==> src/rtl/music_sequencer.sv <==
// Frame-synchronous 16-step note sequencer: plays a small pattern RAM, one step every
// FRAMES_PER_STEP video frames, with a gated, decaying volume envelope per note.
module music_sequencer #(
    parameter int unsigned FRAMES_PER_STEP = 8,
    parameter int unsigned GATE_FRAMES     = 6,
    parameter bit          LOOP            = 1'b1
) (
    input  logic       clk,
    input  logic       rst_n,
    input  logic       v_sync_i,
    input  logic       start_i,
    input  logic       stop_i,
    input  logic       cfg_we_i,
    input  logic [3:0] cfg_addr_i,
    input  logic [5:0] cfg_data_i,
    output logic [9:0] tone_period_o,
    output logic       tone_load_o,
    output logic       gate_o,
    output logic [3:0] volume_o,
    output logic [3:0] step_o,
    output logic       busy_o,
    output logic       loop_done_o
);

    typedef enum logic [1:0] {StIdle, StGateOn, StGateOff} state_e;

    localparam logic [5:0] LastFrame = 6'(FRAMES_PER_STEP - 1);
    localparam logic [5:0] LastGate  = 6'(GATE_FRAMES - 1);

    state_e      state_q, state_d;
    logic        busy_q;
    logic [5:0]  ram_q [16];
    logic        v_sync_q;
    logic [5:0]  frame_cnt_q, frame_cnt_d;
    logic [3:0]  step_q, step_d;
    logic [9:0]  tone_period_q, tone_period_d;
    logic        tone_load_q, tone_load_d;
    logic        gate_q, gate_d;
    logic [3:0]  volume_q, volume_d;
    logic        loop_done_q, loop_done_d;

    logic        tick;
    logic        playing;
    logic        step_end;
    logic        gate_end;
    logic        wrap_stop;
    logic        do_load;
    logic [3:0]  load_step;
    logic [5:0]  load_code;

    // Rising edge of v_sync marks one frame.
    assign tick      = v_sync_i & ~v_sync_q;
    assign playing   = (state_q != StIdle);
    assign step_end  = tick & playing & (frame_cnt_q == LastFrame);
    assign gate_end  = tick & (state_q == StGateOn) & (frame_cnt_q == LastGate);
    assign wrap_stop = step_end & (step_q == 4'd15) & ~LOOP;
    assign load_step = start_i ? 4'd0 : step_q + 4'd1;
    assign do_load   = ~stop_i & (start_i | (step_end & ~wrap_stop));
    assign load_code = ram_q[load_step];

    always_ff @(posedge clk or negedge rst_n) begin
        if (!rst_n) begin
            for (int i = 0; i < 16; i++) begin
                ram_q[i] <= '0;
            end
        end else if (cfg_we_i) begin
            ram_q[cfg_addr_i] <= cfg_data_i;
        end
    end

    // State register; busy is registered alongside so it never glitches.
    always_ff @(posedge clk or negedge rst_n) begin
        if (!rst_n) begin
            state_q <= StIdle;
            busy_q  <= 1'b0;
        end else begin
            state_q <= state_d;
            busy_q  <= (state_d != StIdle);
        end
    end

    always_comb begin
        state_d = state_q;
        if (stop_i || (!start_i && wrap_stop)) begin
            state_d = StIdle;
        end else if (do_load) begin
            state_d = (load_code != 6'd0) ? StGateOn : StGateOff;
        end else if (gate_end) begin
            state_d = StGateOff;
        end
    end

    always_comb begin
        frame_cnt_d   = frame_cnt_q;
        step_d        = step_q;
        tone_period_d = tone_period_q;
        tone_load_d   = 1'b0;
        gate_d        = gate_q;
        volume_d      = volume_q;
        loop_done_d   = 1'b0;

        if (stop_i) begin
            frame_cnt_d   = '0;
            step_d        = '0;
            tone_period_d = '0;
            gate_d        = 1'b0;
            volume_d      = '0;
        end else if (start_i) begin
            step_d = 4'd0;
        end else if (tick && playing) begin
            frame_cnt_d = frame_cnt_q + 6'd1;
            if (step_end) begin
                loop_done_d = (step_q == 4'd15);
                step_d      = step_q + 4'd1;
                if (wrap_stop) begin
                    frame_cnt_d   = '0;
                    tone_period_d = '0;
                    gate_d        = 1'b0;
                    volume_d      = '0;
                end
            end else if (state_q == StGateOn) begin
                if (frame_cnt_q == LastGate) begin
                    gate_d   = 1'b0;
                    volume_d = '0;
                end else if (frame_cnt_q < LastGate) begin
                    volume_d = (volume_q > 4'd8) ? volume_q - 4'd1 : 4'd8;
                end
            end
        end

        // Step load overrides the per-tick envelope update above.
        if (do_load) begin
            frame_cnt_d   = '0;
            tone_period_d = {load_code, 4'b0000};
            tone_load_d   = 1'b1;
            gate_d        = (load_code != 6'd0);
            volume_d      = (load_code != 6'd0) ? 4'd15 : 4'd0;
        end
    end

    always_ff @(posedge clk or negedge rst_n) begin
        if (!rst_n) begin
            v_sync_q      <= 1'b0;
            frame_cnt_q   <= '0;
            step_q        <= '0;
            tone_period_q <= '0;
            tone_load_q   <= 1'b0;
            gate_q        <= 1'b0;
            volume_q      <= '0;
            loop_done_q   <= 1'b0;
        end else begin
            v_sync_q      <= v_sync_i;
            frame_cnt_q   <= frame_cnt_d;
            step_q        <= step_d;
            tone_period_q <= tone_period_d;
            tone_load_q   <= tone_load_d;
            gate_q        <= gate_d;
            volume_q      <= volume_d;
            loop_done_q   <= loop_done_d;
        end
    end

    assign tone_period_o = tone_period_q;
    assign tone_load_o   = tone_load_q;
    assign gate_o        = gate_q;
    assign volume_o      = volume_q;
    assign step_o        = step_q;
    assign busy_o        = busy_q;
    assign loop_done_o   = loop_done_q;

endmodule

==> config.mk <==
export PLATFORM = sky130hd
export DESIGN_NAME = music_sequencer
export DESIGN_NICKNAME = d
export VERILOG_FILES = /design/src/rtl/music_sequencer.sv
export SDC_FILE = /design/constraint.sdc
export NUM_CORES = 1
export LEC_CHECK = 0
export CORE_MARGIN = 1.5
export CORE_UTILIZATION = 60
export DETAILED_ROUTE_END_ITERATION = 7
export PLACE_DENSITY = 0.8
export SLEW_MARGIN = 20
export SYNTH_ARGS = -nofsm -noshare
export SYNTH_HDL_FRONTEND = slang
export SYNTH_SLANG_ARGS = --single-unit
==> constraint.sdc <==
create_clock -name clk -period 3.5 [get_ports clk]
set_input_delay 0.35 -clock clk [delete_from_list [all_inputs] [get_ports clk]]
set_output_delay 0.35 -clock clk [all_outputs]
set_load 0.005 [all_outputs]
[Word level (Yosys, flattened, before mapping)]
Cells that the tools add are included.
Widths: inputs -> output; s select.
Operators by class
  add/sub/neg operators: 3
  reductions and logical operators: 16
  eq/ne operators: 6
  $lt $le $gt $ge: 5
  mux-type cells: 43
  bitwise operators: 11
Operators with widths (count)
  $bwmux 96: 1
  $mux 4: 15
  $mux 6: 7
  $bmux 6 s4: 1
  $demux 6 s4: 1
  $mux 10: 2
  $reduce_bool 3->1: 5
  $eq 6x3->1 const B: 2
  $mux 1: 12
  $ge 5x5->1 const B: 2
  $not 4->5: 2
  $reduce_and 5->1: 2
  $mux 2: 4
  $add 6x1->6 const B: 1
  $and 1x1->1: 6
  $lt 6x3->1 const B: 1
  $reduce_bool 2->1: 3
  $reduce_bool 6->1: 1
  $lt 5x1->1 const B: 1
  $add 4x1->4 const B: 1
  $eq 4x4->1 const B: 1
  $gt 4x4->1 const B: 1
  $reduce_and 2->1: 2
  $reduce_bool 4->1: 1
  other kinds (7): 9
Storage, ports and cells
  word-level logic and storage cells: 110
  register bits: 127
  input bits: 16
  output and inout bits: 22

[Longest topological paths before layout]
Gate-level depths: netlist of run 1.
  depth after elaboration: 11
  depth in mapped cells: 11
  gate-level depth less buffers: 9

[Least setup slack after synthesis of run 1]
Ideal clock, no wire load.
  path type: flip-flop to flip-flop
  from: register step_q[0], in the netlist step_o[0]
  to: register volume_q[0], in the netlist volume_o[0]
  cell stages (with the launch flop): 9
  slack: 0.974 ns
  clock period less this slack: 2.526 ns
  arrival: 2.400 ns
  library setup time: 0.126 ns
  required time: 3.374 ns
  cell sequence: dfrtp_1 ha_1 inv_1 nor2_1 a221oi_1 or4_1 nor4_1 a211oi_2 a221o_1
Between the ends
  word-level cells in the longest chain between the ends: 9
Ends and longest elaborated chain
  start, declared: line 35  | logic [3:0] step_q, step_d;
  start signal, assigned: line 154  | step_q <= step_d;
  $add 4x1->4: line 57  | assign load_step = start_i ? 4'd0 : step_q + 4'd1;
  $mux 4: line 57
  $not 4->5 (not written as such): line 59  | assign load_code = ram_q[load_step];
  $bmux 6 s4: line 59
  $mux 6 (not written as such) (2 in series): line 59
  $reduce_bool 6->1: line 137  | volume_d = (load_code != 6'd0) ? 4'd15 : 4'd0;
  $mux 4: line 137
  $mux 4: line 132  | if (do_load) begin
  end signal, assigned: line 158  | volume_q <= volume_d;
  end, declared: line 39  | logic [3:0] volume_q, volume_d;
No other way between the ends. The select of a mux whose other input is x is not followed.
A chain may end at the register's enable or synchronous reset.

[Worst setup path after layout of run 1]
Same ends and word-level chain as after synthesis.

==> results.yml, run 1 <==
cells_and_area:
  final_net_count: 586
  area_growth_pct: 15.7
  num_antenna_cells: 0
  drive_gt1_frac: 0.279
  n_fill_cell: 676
  fin_util: 0.726
power:
  p_sw_frac: 0.261
  intPower_mw: 3.13
  p_clk_frac: 0.408
  powerDensity_mw_per_mm2: 588
  p_leak_nw: 2.98
  pwr-share-comb: 0.147
  seq_power_share: 0.445
  ir_drop_mv: 0.581
  switching_power_mw: 1.11
global_route:
  track_usage: 0.288
  grt_pass1_vias: 4595
  overflow: 0
  grt_pass1_wl_um: 24200
  grt_max_degree: 65
  antenna_found_initial: 0
sta:
  rsz0062_at_grt: "false"
  hold_viol_final: 0
  max_freq_mhz: 313
  finalWorstPathRequiredPeriod_ps: 3190
  finalClockSkew_ps: 5.60
  setup_tns_ps: 0
  relSlewSlack: 0.445
  worst_slew_pin_slew_ps: 832
  setup_violations: 0
  period_share: 0.912
  drv_slew: 0
worst_setup_path:
  crit_path_top_delay_cell: "or4_1"
  cp-end-kind: "flip-flop"
  cp-start-kind: "flip-flop"
  cp.required_ps: 3910
  crit_buf_inv: 2
  worstReg2RegEnd: "volume_o[0]$_DFFE_PN0P_"
  reg2reg_slack_ps: 310
  slowest_delay_ps: 560
  crit_fanout: 53
  timing.rr.start: "step_o[0]$_DFFE_PN0P_"
  worstPathArrival_ps: 3600
  critPathKind: "reg2reg"
  crit_path_cell_trace: "buf_4, inv_1, o22ai_1, a2111oi_0, or4_1, nor4_2, a211oi_2, a221o_1"
  critPathTopFamily: "compound AO/OA/AOI/OAI gates"
  reg2reg_depth: 8
die:
  die_h_um: 105
  initial_core_util: 0.628
  ios: 38
  die_x_um: 105
  dieArea_mm2: 0.0110
  rows: 36
  core_mm2: 0.00991
route:
  ant_nets: 0
  drtIter0Drc: 406
  routedWlPerCell_um: 20.9
  firstDrtPassIters: 5
  drt_wl_total_um: 14900
  drc: 0
  vias: 4558
  via_per_inst: 6.42
logic_synthesis:
  syn_area_per_cell_um2: 11.7
  synth_ff_type: "dfrtp_1"
  synthArstFlopShare: 1.00
  synth_edf_count: 0
  postSynthCellCount: 533
  ys_seq_area_frac: 0.495
  synth_common_cells: "dfrtp_1, mux2_2, nor2_1, nand2_1, clkbuf_1"
  yosysMostFrequentCell: "dfrtp_1"
  synth_cell_types: 68
  synthesis.area_mm2: 0.00622
  synth_top_area_frac: 0.495
  synth-seq-cells: 123
  yosys.area.top_type: "dfrtp_1"
  synthTopCellsByArea: "dfrtp_1, mux2_2, mux2i_1, nor2_1, nand2_1"
  ys_warn_count: 0
worst_hold_path:
  hp-start: "v_sync_i"
  hold_end: "v_sync_q$_DFF_PN0_"
  hold_class: "in2reg"
  hold_depth: 1
placed_design:
  dpl.hpwl_um: 10100
  port_buffers: 33
  gp_congestion: 0.949
clock_network:
  cts-root-buf: "clkbuf_8"
  numCtsBuffers: 17
  clkLatencyLatePin_ps: 530
  clk_pin_slew_ps: 60
  cts_buffer_depth: 2
  cts_tree: "built"
  htreeDepth: 4
  cts_setup_buffers: 0
  clock-sinks: 123
flow_run:
  cap_violations: 0
status:
  outcome: "completed"
-- power groups by stage --
stage,Combinational [mW],Sequential (mW),Clock [mW]
finish,0.623,1.88,1.73
global route,0.677,1.91,1.81
CTS,0.619,1.88,1.75
detailed placement,0.612,1.90,0
global placement,0.586,1.88,0
floorplan,0.432,1.83,0
-- registers in the layout (all words and copies together), names as in the netlist --
signal,count
volume_o,4
loop_done_o,1
state_q,2
gate_o,1
tone_period_o,6
tone_load_o,1
busy_o,1
frame_cnt_q,6
ram_q,96
step_o,4
v_sync_q,1
-- layout make-up --
| type | instances | area [um^2] | share of cell area |
|---|---|---|---|
| Timing Repair Buffer | 47 | 448 | 0.0622 |
| Clock buffer | 18 | 418 | 0.0581 |
| Clock inverter | 14 | 171 | 0.0238 |
| Multi-Input combinational cell | 360 | 2860 | 0.397 |
| Inverter | 15 | 56.3 | 0.00782 |
| Tap cell | 133 | 166 | 0.0231 |
| Sequential cell | 123 | 3080 | 0.428 |
-- cell usage in the layout, fill, tap and decap left out, types with 7 or more instances in the layout --
cell             netlist  layout
nand3_1               10      10
mux2i_1               16      16
o22ai_1               12      12
nor2_1                33      33
mux2_2                97      97
clkbuf_16              0      16
nor3_1                11      11
buf_4                  7      13
clkdlybuf4s50_1        0      32
o211ai_1               7       7
o21ai_0               14      14
inv_1                 15      15
nand2b_1              12      12
a221oi_1               7       7
a21oi_1               11      11
dfrtp_1              123     122
nand2_1               31      31
-- metrics by stage --
stage | std cells | hold WS, ps | setup slack, ps | instance area, um^2 | power (mW)
after floorplan | 536 | 54.4 | 974 | 6230 | 2.26
after global placement | 677 | 462 | 312 | 6600 | 2.47
after detailed placement | 677 | 469 | 205 | 6600 | 2.51
after CTS | 710 | 284 | 362 | 7200 | 4.24
after global routing | 710 | 292 | 80.4 | 7200 | 4.40
final | 710 | 291 | 308 | 7200 | 4.23
-- worst max-delay path by stage --
| stage | start | end | slack, ps | cells after the start |
|---|---|---|---|---|
| after floorplan | step_o[0]$_DFFE_PN0P_ | volume_o[0]$_DFFE_PN0P_ | 970 | 8 |
| after global placement | start_i | volume_o[0]$_DFFE_PN0P_ | 310 | 8 |
| after detailed placement | start_i | volume_o[0]$_DFFE_PN0P_ | 200 | 8 |
| after CTS | step_o[0]$_DFFE_PN0P_ | volume_o[0]$_DFFE_PN0P_ | 360 | 8 |
| after global routing | step_o[0]$_DFFE_PN0P_ | volume_o[0]$_DFFE_PN0P_ | 80 | 8 |
| final | step_o[0]$_DFFE_PN0P_ | volume_o[0]$_DFFE_PN0P_ | 310 | 8 |
-- repair_timing --
item / 4_1_cts / 5_1_grt
hold buffers: 1 / 0
endpoints found under the setup margin: 0 / 0
gates resized for setup: 0 / 0
hold endpoints to repair: 63 / 0
-- cells by family (layout without fill, tap and decap cells) --
family | count (synthesis) | count (layout) | share of synthesized area
AOI/OAI and AO/OA | 99 | 99 | 0.123
DFF | 123 | 123 | 0.495
buffers and inverters | 53 | 94 | 0.0475
adders and majority gates | 6 | 6 | 0.0121
and+or+nand+nor | 129 | 129 | 0.105
other | 1 | 4 | 0.000603
xor gates and xnor gates | 8 | 8 | 0.0125
muxes | 114 | 114 | 0.205
-- routing by layer --
metal	global-route usage	up-vias	routed length, um
met5	0	-	0
met2	0.433	218	6820
met1	0.398	2280	6590
met3	0.0699	47	1000
met4	0.129	0	454
li1	-	2013	-
Note: power is estimated with default switching activity, not from simulation.
==> run 2, diff against run 1 <==
Settings changed: CORE_UTILIZATION 60 to 64, DONT_BUFFER_PORTS set to 1.
Clock period 3.5 ns to 3.15 ns, I/O delays scaled along.
==> run 2 against run 1 <==
Against the previous run: clock-buffer cell count unchanged; via count fell by 0.42%; critical endpoint is now volume_o[1]$_DFFE_PN0P_; critical path depth up 1; highest routed layer unchanged.
==> results.yml, run 2 (synthesized netlist as in run 1, its figures left out) <==
power:
  powerDensity_mw_per_mm2: 679
  p_leak_nw: 2.91
  ir_drop_mv: 0.513
global_route:
  grt_pass1_wl_um: 25400
  track_usage: 0.332
  antenna_found_initial: 0
  grt_max_degree: 124
  grt_pass1_vias: 4677
  overflow: 0
route:
  drc: 0
  routedWlPerCell_um: 22.7
  firstDrtPassIters: 7
  drt_wl_total_um: 15500
  via_per_inst: 6.66
  drtIter0Drc: 371
  ant_nets: 0
  vias: 4539
sta:
  fin_ws_ps: 89.6
  period_share: 0.972
  worst_slew_pin_slew_ps: 800
  setup_tns_ps: 0
  drv_slew: 0
  setup_violations: 0
  hold_viol_final: 0
  rsz0062_at_grt: "false"
  relSlewSlack: 0.465
  finalClockSkew_ps: 9.77
  finalWorstPathRequiredPeriod_ps: 3060
  max_freq_mhz: 327
worst_setup_path:
  reg2reg_depth: 9
  cp-start-kind: "flip-flop"
  crit_buf_inv: 1
  setup.worst_path.start: "step_o[1]$_DFFE_PN0P_"
  cp.depth: 9
  endpoint: "volume_o[1]$_DFFE_PN0P_"
  timing.rr.start: "step_o[1]$_DFFE_PN0P_"
  cp-end-kind: "flip-flop"
  worstReg2RegEnd: "volume_o[1]$_DFFE_PN0P_"
  crit_path_top_delay_cell: "a211oi_2"
  cp.required_ps: 3610
  critPathKind: "reg2reg"
  critPathTopFamily: "compound AO/OA/AOI/OAI gates"
  worstPathArrival_ps: 3520
  slowest_delay_ps: 550
  reg2reg_slack_ps: 90
  crit_fanout: 10
  crit_path_cell_trace: "ha_1, xnor2_2, nor2_4, buf_4, a221oi_1, o32a_1, nor4_2, a211oi_2, a221o_1"
cells_and_area:
  n_fill_cell: 608
  num_antenna_cells: 0
  layout_commonest_cell: "dfrtp_1"
  regMostFlops: "ram_q"
  area_growth_pct: 12.6
  finalInstanceArea_mm2: 0.00700
  finalNonFillerCells: 682
  drive_gt1_frac: 0.291
  final_cell_mix: "dfrtp_1, mux2_2, nor2_1"
  final_net_count: 563
  largest_reg_flops: 96
placed_design:
  pre_cts_slack_ps: 174
  dpl.hpwl_um: 10100
  port_buffers: 0
  placed_cells: 640
  dpl_cell_area_mm2: 0.00625
  gp_congestion: 0.989
die:
  core_mm2: 0.00933
  die_h_um: 102
  initial_core_util: 0.667
  ios: 38
  die_x_um: 102
  dieArea_mm2: 0.0103
  rows: 35
clock_network:
  cts_setup_buffers: 0
  cts_buffer_depth: 2
  clkLatencyLatePin_ps: 540
  numCtsBuffers: 17
  clock-sinks: 123
  cts-root-buf: "clkbuf_8"
  clk_pin_slew_ps: 60
  htreeDepth: 4
  cts_tree: "built"
flow_run:
  cap_violations: 0
worst_hold_path:
  hold_class: "in2reg"
status:
  outcome: "completed"
[run 2: cell types whose count changed in the layout (fill, tap and decap cells not counted), sizes merged]
cell,delta
dlygate4sd3,+9
clkdlybuf4s50,-32
inv,+1
clkinvlp,+3
clkinv,-6
bufinv,+1
[run 2: where the power goes]
group	total, mW	switching, mW	internal, mW
logic	0.646	0.304	0.342
clock network	2.03	0.720	1.31
registers	2.08	0.191	1.89
total	4.75	1.22	3.54
[run 2: worst register-to-register path, stage by stage, from the launching register on]
cell and delay [ps]:
dfrtp_1 440, ha_1 280, xnor2_2 460, nor2_4 140
buf_4 190, a221oi_1 330, o32a_1 310, nor4_2 70
a211oi_2 560, a221o_1 220
[run 2: metal layers]
layer / wire length (um) / up-vias / GRT usage
li1: - / 1961 / -
met1: 6380 / 2305 / 0.430
met2: 7410 / 230 / 0.531
met3: 1350 / 43 / 0.100
met4: 337 / 0 / 0.116
met5: 0 / - / 0
[run 2: worst min path at each step]
stage                                       to   start  cells past startpoint  slack (ps)
detailed placement          gate_o$_DFFE_PN0P_   rst_n                      0          20
finish              frame_cnt_q[5]$_DFFE_PN0P_  stop_i                      3          60
global placement            v_sync_q$_DFF_PN0_   rst_n                      0          20
floorplan                     busy_o$_DFF_PN0_   rst_n                      0          20
global route        frame_cnt_q[5]$_DFFE_PN0P_  stop_i                      3          60
CTS                 frame_cnt_q[5]$_DFFE_PN0P_  stop_i                      3          30
[run 2: layout make-up]
| type | count | area, um^2 | area share |
|---|---|---|---|
| multi-input combinational | 360 | 2860 | 0.408 |
| clock buffer | 18 | 428 | 0.0611 |
| tap | 129 | 161 | 0.0231 |
| inverter | 15 | 56.3 | 0.00804 |
| sequential | 123 | 3080 | 0.440 |
| clock inverter | 13 | 191 | 0.0273 |
| timing repair buffer | 24 | 225 | 0.0322 |
[run 2: metrics by stage]
| step | util | power [mW] | hold slack (ps) |
|---|---|---|---|
| 3_5_place_dp | 0.670 | 2.66 | 21.8 |
| 5_1_grt | 0.751 | 4.94 | 55.7 |
| 3_3_place_gp | 0.670 | 2.62 | 21.7 |
| 2_1_floorplan | - | 2.51 | 19.4 |
| 4_1_cts | 0.750 | 4.76 | 29.0 |
| 6_report | 0.751 | 4.75 | 63.7 |
[run 2: repair_timing]
item	4_1_cts	5_1_grt
endpoints found under the setup margin	0	4
resized for setup	0	1
hold buffers	11	0
hold endpoints to repair	223	0
